$ cat config.mk
export PLATFORM = sky130hd
export DESIGN_NAME = serial_rx_sipo
export DESIGN_NICKNAME = d
export VERILOG_FILES = /design/src/rtl/serial_rx_sipo.sv
export SDC_FILE = /design/constraint.sdc
export NUM_CORES = 1
export LEC_CHECK = 0
export CORE_MARGIN = 1
export CORE_UTILIZATION = 45
export DETAILED_ROUTE_END_ITERATION = 10
export PLACE_DENSITY = 0.66
export SLEW_MARGIN = 20
export SYNTH_ARGS = -nofsm -noshare
export SYNTH_HDL_FRONTEND = slang
export SYNTH_SLANG_ARGS = --single-unit
$ cat constraint.sdc
create_clock -name clk -period 4.4 [get_ports clk]
set_clock_uncertainty 0.15 [all_clocks]
set_input_delay 0.44 -clock clk [delete_from_list [all_inputs] [get_ports clk]]
set_output_delay 0.44 -clock clk [all_outputs]
set_load 0.01 [all_outputs]
$ cat src/rtl/serial_rx_sipo.sv
// Oversampling serial receiver: start/8 data (MSB first)/stop frames are
// recovered into a holding register with a valid/rd handshake and error flags.
module serial_rx_sipo #(
    parameter int OVERSAMPLE = 16,   // sample_en ticks per bit, even and >= 4
    parameter int DATA_BITS  = 8     // payload bits per frame, >= 2
) (
    input  logic                 clk,
    input  logic                 reset_n,
    input  logic                 serial_in,
    input  logic                 sample_en,
    input  logic                 rd,
    output logic [DATA_BITS-1:0] data_out,
    output logic                 data_valid,
    output logic                 framing_err,
    output logic                 overrun_err,
    output logic                 busy
);

    localparam int CNT_W = $clog2(OVERSAMPLE);
    localparam int BIT_W = $clog2(DATA_BITS + 1);

    localparam logic [CNT_W-1:0] CNT_HALF_LAST = CNT_W'(OVERSAMPLE / 2 - 1);
    localparam logic [CNT_W-1:0] CNT_FULL_LAST = CNT_W'(OVERSAMPLE - 1);
    localparam logic [BIT_W-1:0] BIT_LAST      = BIT_W'(DATA_BITS - 1);

    typedef enum logic [1:0] {
        IDLE  = 2'd0,
        START = 2'd1,
        DATA  = 2'd2,
        STOP  = 2'd3
    } state_t;

    logic [1:0]           sync_reg;
    logic                 rx_s;

    state_t               state_reg, state_next;
    logic [CNT_W-1:0]     cnt_reg, cnt_next;
    logic [BIT_W-1:0]     bitn_reg, bitn_next;
    logic [DATA_BITS-1:0] shift_reg, shift_next;
    logic                 busy_reg;
    logic                 load;

    logic [DATA_BITS-1:0] data_reg, data_next;
    logic                 valid_reg, valid_next;
    logic                 ferr_reg, ferr_next;
    logic                 oerr_reg, oerr_next;

    // Two-flop synchronizer; resets to the idle-high line level.
    always_ff @(posedge clk or negedge reset_n) begin
        if (!reset_n) begin
            sync_reg <= 2'b11;
        end else begin
            sync_reg <= {sync_reg[0], serial_in};
        end
    end

    assign rx_s = sync_reg[1];

    always_ff @(posedge clk or negedge reset_n) begin
        if (!reset_n) begin
            state_reg <= IDLE;
            cnt_reg   <= '0;
            bitn_reg  <= '0;
            shift_reg <= '0;
            busy_reg  <= 1'b0;
        end else begin
            state_reg <= state_next;
            cnt_reg   <= cnt_next;
            bitn_reg  <= bitn_next;
            shift_reg <= shift_next;
            busy_reg  <= (state_next != IDLE);
        end
    end

    always_comb begin
        state_next = state_reg;
        cnt_next   = cnt_reg;
        bitn_next  = bitn_reg;
        shift_next = shift_reg;
        load       = 1'b0;

        if (sample_en) begin
            case (state_reg)
                IDLE: begin
                    if (!rx_s) begin
                        state_next = START;
                        cnt_next   = '0;
                    end
                end
                START: begin
                    // Re-check the line half a bit later to reject glitches.
                    if (cnt_reg == CNT_HALF_LAST) begin
                        cnt_next = '0;
                        if (!rx_s) begin
                            state_next = DATA;
                            bitn_next  = '0;
                        end else begin
                            state_next = IDLE;
                        end
                    end else begin
                        cnt_next = cnt_reg + 1'b1;
                    end
                end
                DATA: begin
                    if (cnt_reg == CNT_FULL_LAST) begin
                        shift_next = {shift_reg[DATA_BITS-2:0], rx_s};
                        cnt_next   = '0;
                        bitn_next  = bitn_reg + 1'b1;
                        if (bitn_reg == BIT_LAST) begin
                            state_next = STOP;
                        end
                    end else begin
                        cnt_next = cnt_reg + 1'b1;
                    end
                end
                STOP: begin
                    // Load at mid stop bit so back-to-back frames are not missed.
                    if (cnt_reg == CNT_FULL_LAST) begin
                        load       = 1'b1;
                        cnt_next   = '0;
                        state_next = IDLE;
                    end else begin
                        cnt_next = cnt_reg + 1'b1;
                    end
                end
                default: begin
                    state_next = IDLE;
                    cnt_next   = '0;
                end
            endcase
        end
    end

    // Holding register: a load always beats a simultaneous rd.
    always_comb begin
        data_next  = data_reg;
        valid_next = valid_reg;
        ferr_next  = ferr_reg;
        oerr_next  = oerr_reg;

        if (load) begin
            data_next  = shift_reg;
            valid_next = 1'b1;
            ferr_next  = ~rx_s;
            if (rd) begin
                oerr_next = 1'b0;
            end else if (valid_reg) begin
                oerr_next = 1'b1;
            end
        end else if (rd && valid_reg) begin
            valid_next = 1'b0;
            ferr_next  = 1'b0;
            oerr_next  = 1'b0;
        end
    end

    always_ff @(posedge clk or negedge reset_n) begin
        if (!reset_n) begin
            data_reg  <= '0;
            valid_reg <= 1'b0;
            ferr_reg  <= 1'b0;
            oerr_reg  <= 1'b0;
        end else begin
            data_reg  <= data_next;
            valid_reg <= valid_next;
            ferr_reg  <= ferr_next;
            oerr_reg  <= oerr_next;
        end
    end

    assign data_out    = data_reg;
    assign data_valid  = valid_reg;
    assign framing_err = ferr_reg;
    assign overrun_err = oerr_reg;
    assign busy        = busy_reg;

endmodule

== Word-level counts from Yosys, hierarchy flattened ==
Cells that the tools add are included.
W data, S select, Z words.

* Bits in registers: 32
* Bits of input ports: 5
* Word-level logic and storage cells: 58

* Add/sub/neg operators: 2
* Eq/ne operators: 11
* Mux-type cells: 24
* Bitwise operators: 1
* Reduce and logical (&&, ||, !) cells: 10

{| class="wikitable"
|+ Operator list
! kind !! number
|-
| $mux W4 || 5
|-
| $mux W2 || 7
|-
| $pmux W4 S3 || 1
|-
| $mux W1 || 9
|-
| $add A4 B1 Y4 const B || 2
|-
| $eq A4 B3 Y1 const B || 2
|-
| $ne A2 B2 Y1 const B || 4
|-
| $pmux W2 S4 || 1
|-
| $pmux W4 S2 || 1
|-
| $reduce_bool A2 Y1 || 3
|-
| $reduce_and A5 Y1 || 1
|-
| $eq A2 B2 Y1 const B || 2
|-
| $eq A4 B4 Y1 const B || 1
|-
| $reduce_and A2 Y1 || 2
|-
| $ne A3 B2 Y1 const B || 1
|-
| $reduce_and A3 Y1 || 1
|-
| $eq A2 B1 Y1 const B || 1
|-
| $logic_not A2 Y1 || 1
|-
| $reduce_or A2 Y1 || 1
|-
| $logic_and A1 B1 Y1 || 1
|-
| $not A1 Y1 || 1
|}

== Depth between registers and ports, before layout ==
* Depth after elaboration: 6
* Gate-level depth with buffers: 6

== Worst setup path after synthesis ==
Ideal clock, no wire load.

* Kind: reg2reg
* Start: register cnt_reg[0]
* End: register shift_reg[0]
* Data arrival time: 1.389 ns
* Data required time: 4.125 ns
* Path slack: 2.735 ns
* Cell stages (with the launch flop): 6
* Path buffers: 1
* Clock period less this slack: 1.665 ns
* Path through: dfrtp_1 -> ha_1 -> and3_1 -> and2_4 -> buf_8 -> mux2_4

* Cells in the longest elaborated chain, start to end: 2

{| class="wikitable"
|+ Ends and longest elaborated chain
! item !! line !! source
|-
| from (decl) || 37 || <nowiki>logic [CNT_W-1:0] cnt_reg, cnt_next;</nowiki>
|-
| from (signal assigned) || 68 || <nowiki>cnt_reg <= cnt_next;</nowiki>
|-
| $eq A4 B4 Y1 || 105 || <nowiki>if (cnt_reg == CNT_FULL_LAST) begin</nowiki>
|-
| $reduce_and A3 Y1 (no source line) || - ||
|-
| to (signal assigned) || 70 || <nowiki>shift_reg <= shift_next;</nowiki>
|-
| to (decl) || 39 || <nowiki>logic [DATA_BITS-1:0] shift_reg, shift_next;</nowiki>
|}

Every way passes these cells.
A chain may end at the register's enable or synchronous reset.

== Worst setup path after layout ==
* Start: register valid_reg (netlist: data_valid)
* End: output port data_valid

{| class="wikitable"
|+ RTL lines
! item !! line !! source
|-
| from (decl) || 44 || <nowiki>logic valid_reg, valid_next;</nowiki>
|-
| from (signal assigned) || 165 || <nowiki>valid_reg <= valid_next;</nowiki>
|-
| to (decl) || 13 || <nowiki>output logic data_valid,</nowiki>
|}

No word-level cell between the ends.

==> key figures <==
Detailed routing
  • Final wirelength: 2.44 mm
  • Antenna Nets Post-Route: 0
  • Vias: 968
  • Drt wl/cell: 12.5 um
  • Vias per cell: 4.96
  • Drt drc: 0
  • Initial DRC count: 27
  • Pre-antenna DRT Iters: 4

Clocking
  • Post-CTS Setup Bufs: 0
  • Post-CTS Resized: 0
  • TritonCTS clock tree: built
  • CTS Sinks: 32
  • Worst-path clk slew: 0.09 ns
  • Clock latency on the worst-skew pair: 0.34 ns
  • Cts hold-fix bufs: 0
  • CTS buffer count: 5
  • Htree depth: 2
  • Root buffer cell: clkbuf_4
  • Buffer levels on the longest clock path: 2

Cells and area
  • Share of cells above drive strength 1: 17.9%
  • Layout Nets: 157
  • Util after Layout: 55.9%
  • Antenna diodes: 0
  • Non-filler cells, final: 195
  • Design area: 1690 um^2
  • Area growth syn-to-layout: 17.9%
  • Most frequent cells in the layout: nand2_1, dfrtp_1, clkdlybuf4s50_1
  • Most common cell after layout, fill and taps aside: nand2_1

Synthesis
  • Post-synth ARST share: 100%
  • EDFF count, synth: 0
  • Synth warn: 0
  • Gate Count Post-Synth: 130
  • Mux cell area share after synthesis: 10.5%
  • Synth Area in XOR/XNOR: 0.610%
  • Mapped Nets: 137
  • Synth cell types: 33
  • #FFs+latches synth: 32
  • Compound-Gate Fraction of Synth Area: 9.59%
  • Sequential-to-total area share from yosys stat: 56.0%
  • Largest family of logic cells by synthesized area: simple AND/OR/NAND/NOR gates
  • Adder-cell area share of the yosys netlist: 1.74%
  • Synthesized area: 1440 um^2
  • Dominant synthesized flop cell: dfrtp_1
  • Synthesized area per cell: 11.0 um^2
  • Simple-gate share of the synthesized area: 17.3%

STA
  • Final worst path period share: 42.5%
  • Final setup fails: 0
  • Unrepaired setup endpoints after global routing: false
  • Slew headroom: 60.7%
  • F_max: 535 MHz
  • Final hold violations: 0
  • Worst Hold Slack: 0.212 ns
  • Worst-margin pin slew: 0.585 ns
  • Final setup TNS: 0 ns
  • Final Max Tran Viols: 0
  • Tmin final: 1.87 ns

Hold path
  • Type of the worst min-delay path: register to register
  • Worst Hold Path Cells: 0

Power and ir drop
  • Leakage: 0.802 nW
  • P per Cell Area: 423 nW/um^2
  • Peak supply drop: 0.232 mV

Die
  • Die Area: 3420 um^2
  • IO Count: 17
  • Starting Density: 47.4%
  • Die Wd: 58.5 um
  • Chip height: 58.5 um
  • Core area: 3030 um^2
  • FP Rows: 20

Global routing
  • First-pass GRT wire length: 4.34 mm
  • Vias in the first global route: 941
  • Initial antenna violation count: 0
  • Total track usage: 17.6%
  • Total grt overflow: 0
  • Largest net degree at the start of global routing: 33

Placement
  • Post-DP HPWL: 1.71 mm
  • Placer Congestion: 0.871
  • Placed Area: 1620 um^2
  • Port bufs: 16
  • Placed cells: 187

Critical path
  • Cell at the slowest stage of the critical path: clkdlybuf4s50_1
  • Req. time, crit path: 3.81 ns
  • CP max FO: 4
  • Buf+Inv Stages, Crit Path: 1
  • Crit path capture type: output port
  • Crit path launch type: register
  • R2r setup slk: 2.68 ns
  • FF-to-FF path depth: 4
  • Top delay family on crit path: buffers and inverters
  • CP Data Arrival Time: 1.28 ns
  • Kind of critical path: register to output port
  • Critical Path, Cell by Cell: clkdlybuf4s50_1
  • Worst path depth: 1
  • CP max stage delay: 0.55 ns

Flow run
  • Max_cap viols: 0

Run status
  • Status: completed
[synthesized netlist by cell type, types with 2 or more instances]
library cell	number	share of area (%)
nand2_1	34	8.9
dfrtp_1	30	52
mux2_4	7	7.3
o21ai_0	7	2.4
inv_1	5	1.3
nor2_1	5	1.3
mux2_2	4	3.1
nand3_1	4	1.4
o21ai_1	3	1.0
a21oi_1	2	0.70
a31oi_1	2	0.87
buf_6	2	1.6
dfstp_2	2	3.7
ha_1	2	1.7
nand4_1	2	0.87
o31ai_1	2	1.0
[layout make-up]
cell class                      count  area, um^2
Clock buffer                        6        41.3
Clock inverter                      2        35.0
Fill cell                         267        1340
Inverter                            5        18.8
Multi-Input combinational cell     89         571
Sequential cell                    32         803
Tap cell                           44        55.1
Timing Repair Buffer               17         168
[power by group]
| part | total [mW] | switching (mW) | internal (mW) |
|---|---|---|---|
| logic | 0.132 | 0.0634 | 0.0690 |
| registers | 0.365 | 0.0409 | 0.324 |
| clock network | 0.218 | 0.0991 | 0.119 |
[layer usage]
| layer | share of wire [%] | up-vias | track usage, % | wire length, um |
|---|---|---|---|---|
| li1 | - | 487 | - | - |
| met1 | 47 | 453 | 23.4 | 1160 |
| met2 | 45 | 23 | 25.8 | 1110 |
| met3 | 5.1 | 5 | 6.59 | 124 |
| met4 | 1.9 | 0 | 8.16 | 46 |
| met5 | 0 | - | 0 | 0 |
[cells by family after synthesis]
kind of cell / Yosys count
flip-flops: 32
adder cells (fa/ha/maj): 2
buffers and inverters: 9
XOR/XNOR: 1
AND/OR/NAND/NOR: 54
multiplexers: 11
AO/OA/AOI/OAI: 21
[metrics by stage]
step | total power [mW] | setup slack (ns)
4_1_cts | 0.722 | 2.51
3_5_place_dp | 0.503 | 2.23
6_report | 0.715 | 2.53
5_1_grt | 0.762 | 2.45
2_1_floorplan | 0.473 | 2.74
3_3_place_gp | 0.497 | 2.28
[path summary, 6_finish.rpt]
check                                        from                       end
min in group asynchronous                 reset_n  shift_reg[3]$_DFFE_PN0P_
max                        data_valid$_DFFE_PN0P_                data_valid
max reg2reg                 sync_reg[1]$_DFF_PN1_            busy$_DFF_PN0_
max in group asynchronous                 reset_n     sync_reg[0]$_DFF_PN1_
min reg2reg                 sync_reg[0]$_DFF_PN1_     sync_reg[1]$_DFF_PN1_
min                         sync_reg[0]$_DFF_PN1_     sync_reg[1]$_DFF_PN1_
Note: power is estimated with default switching activity, not from simulation.
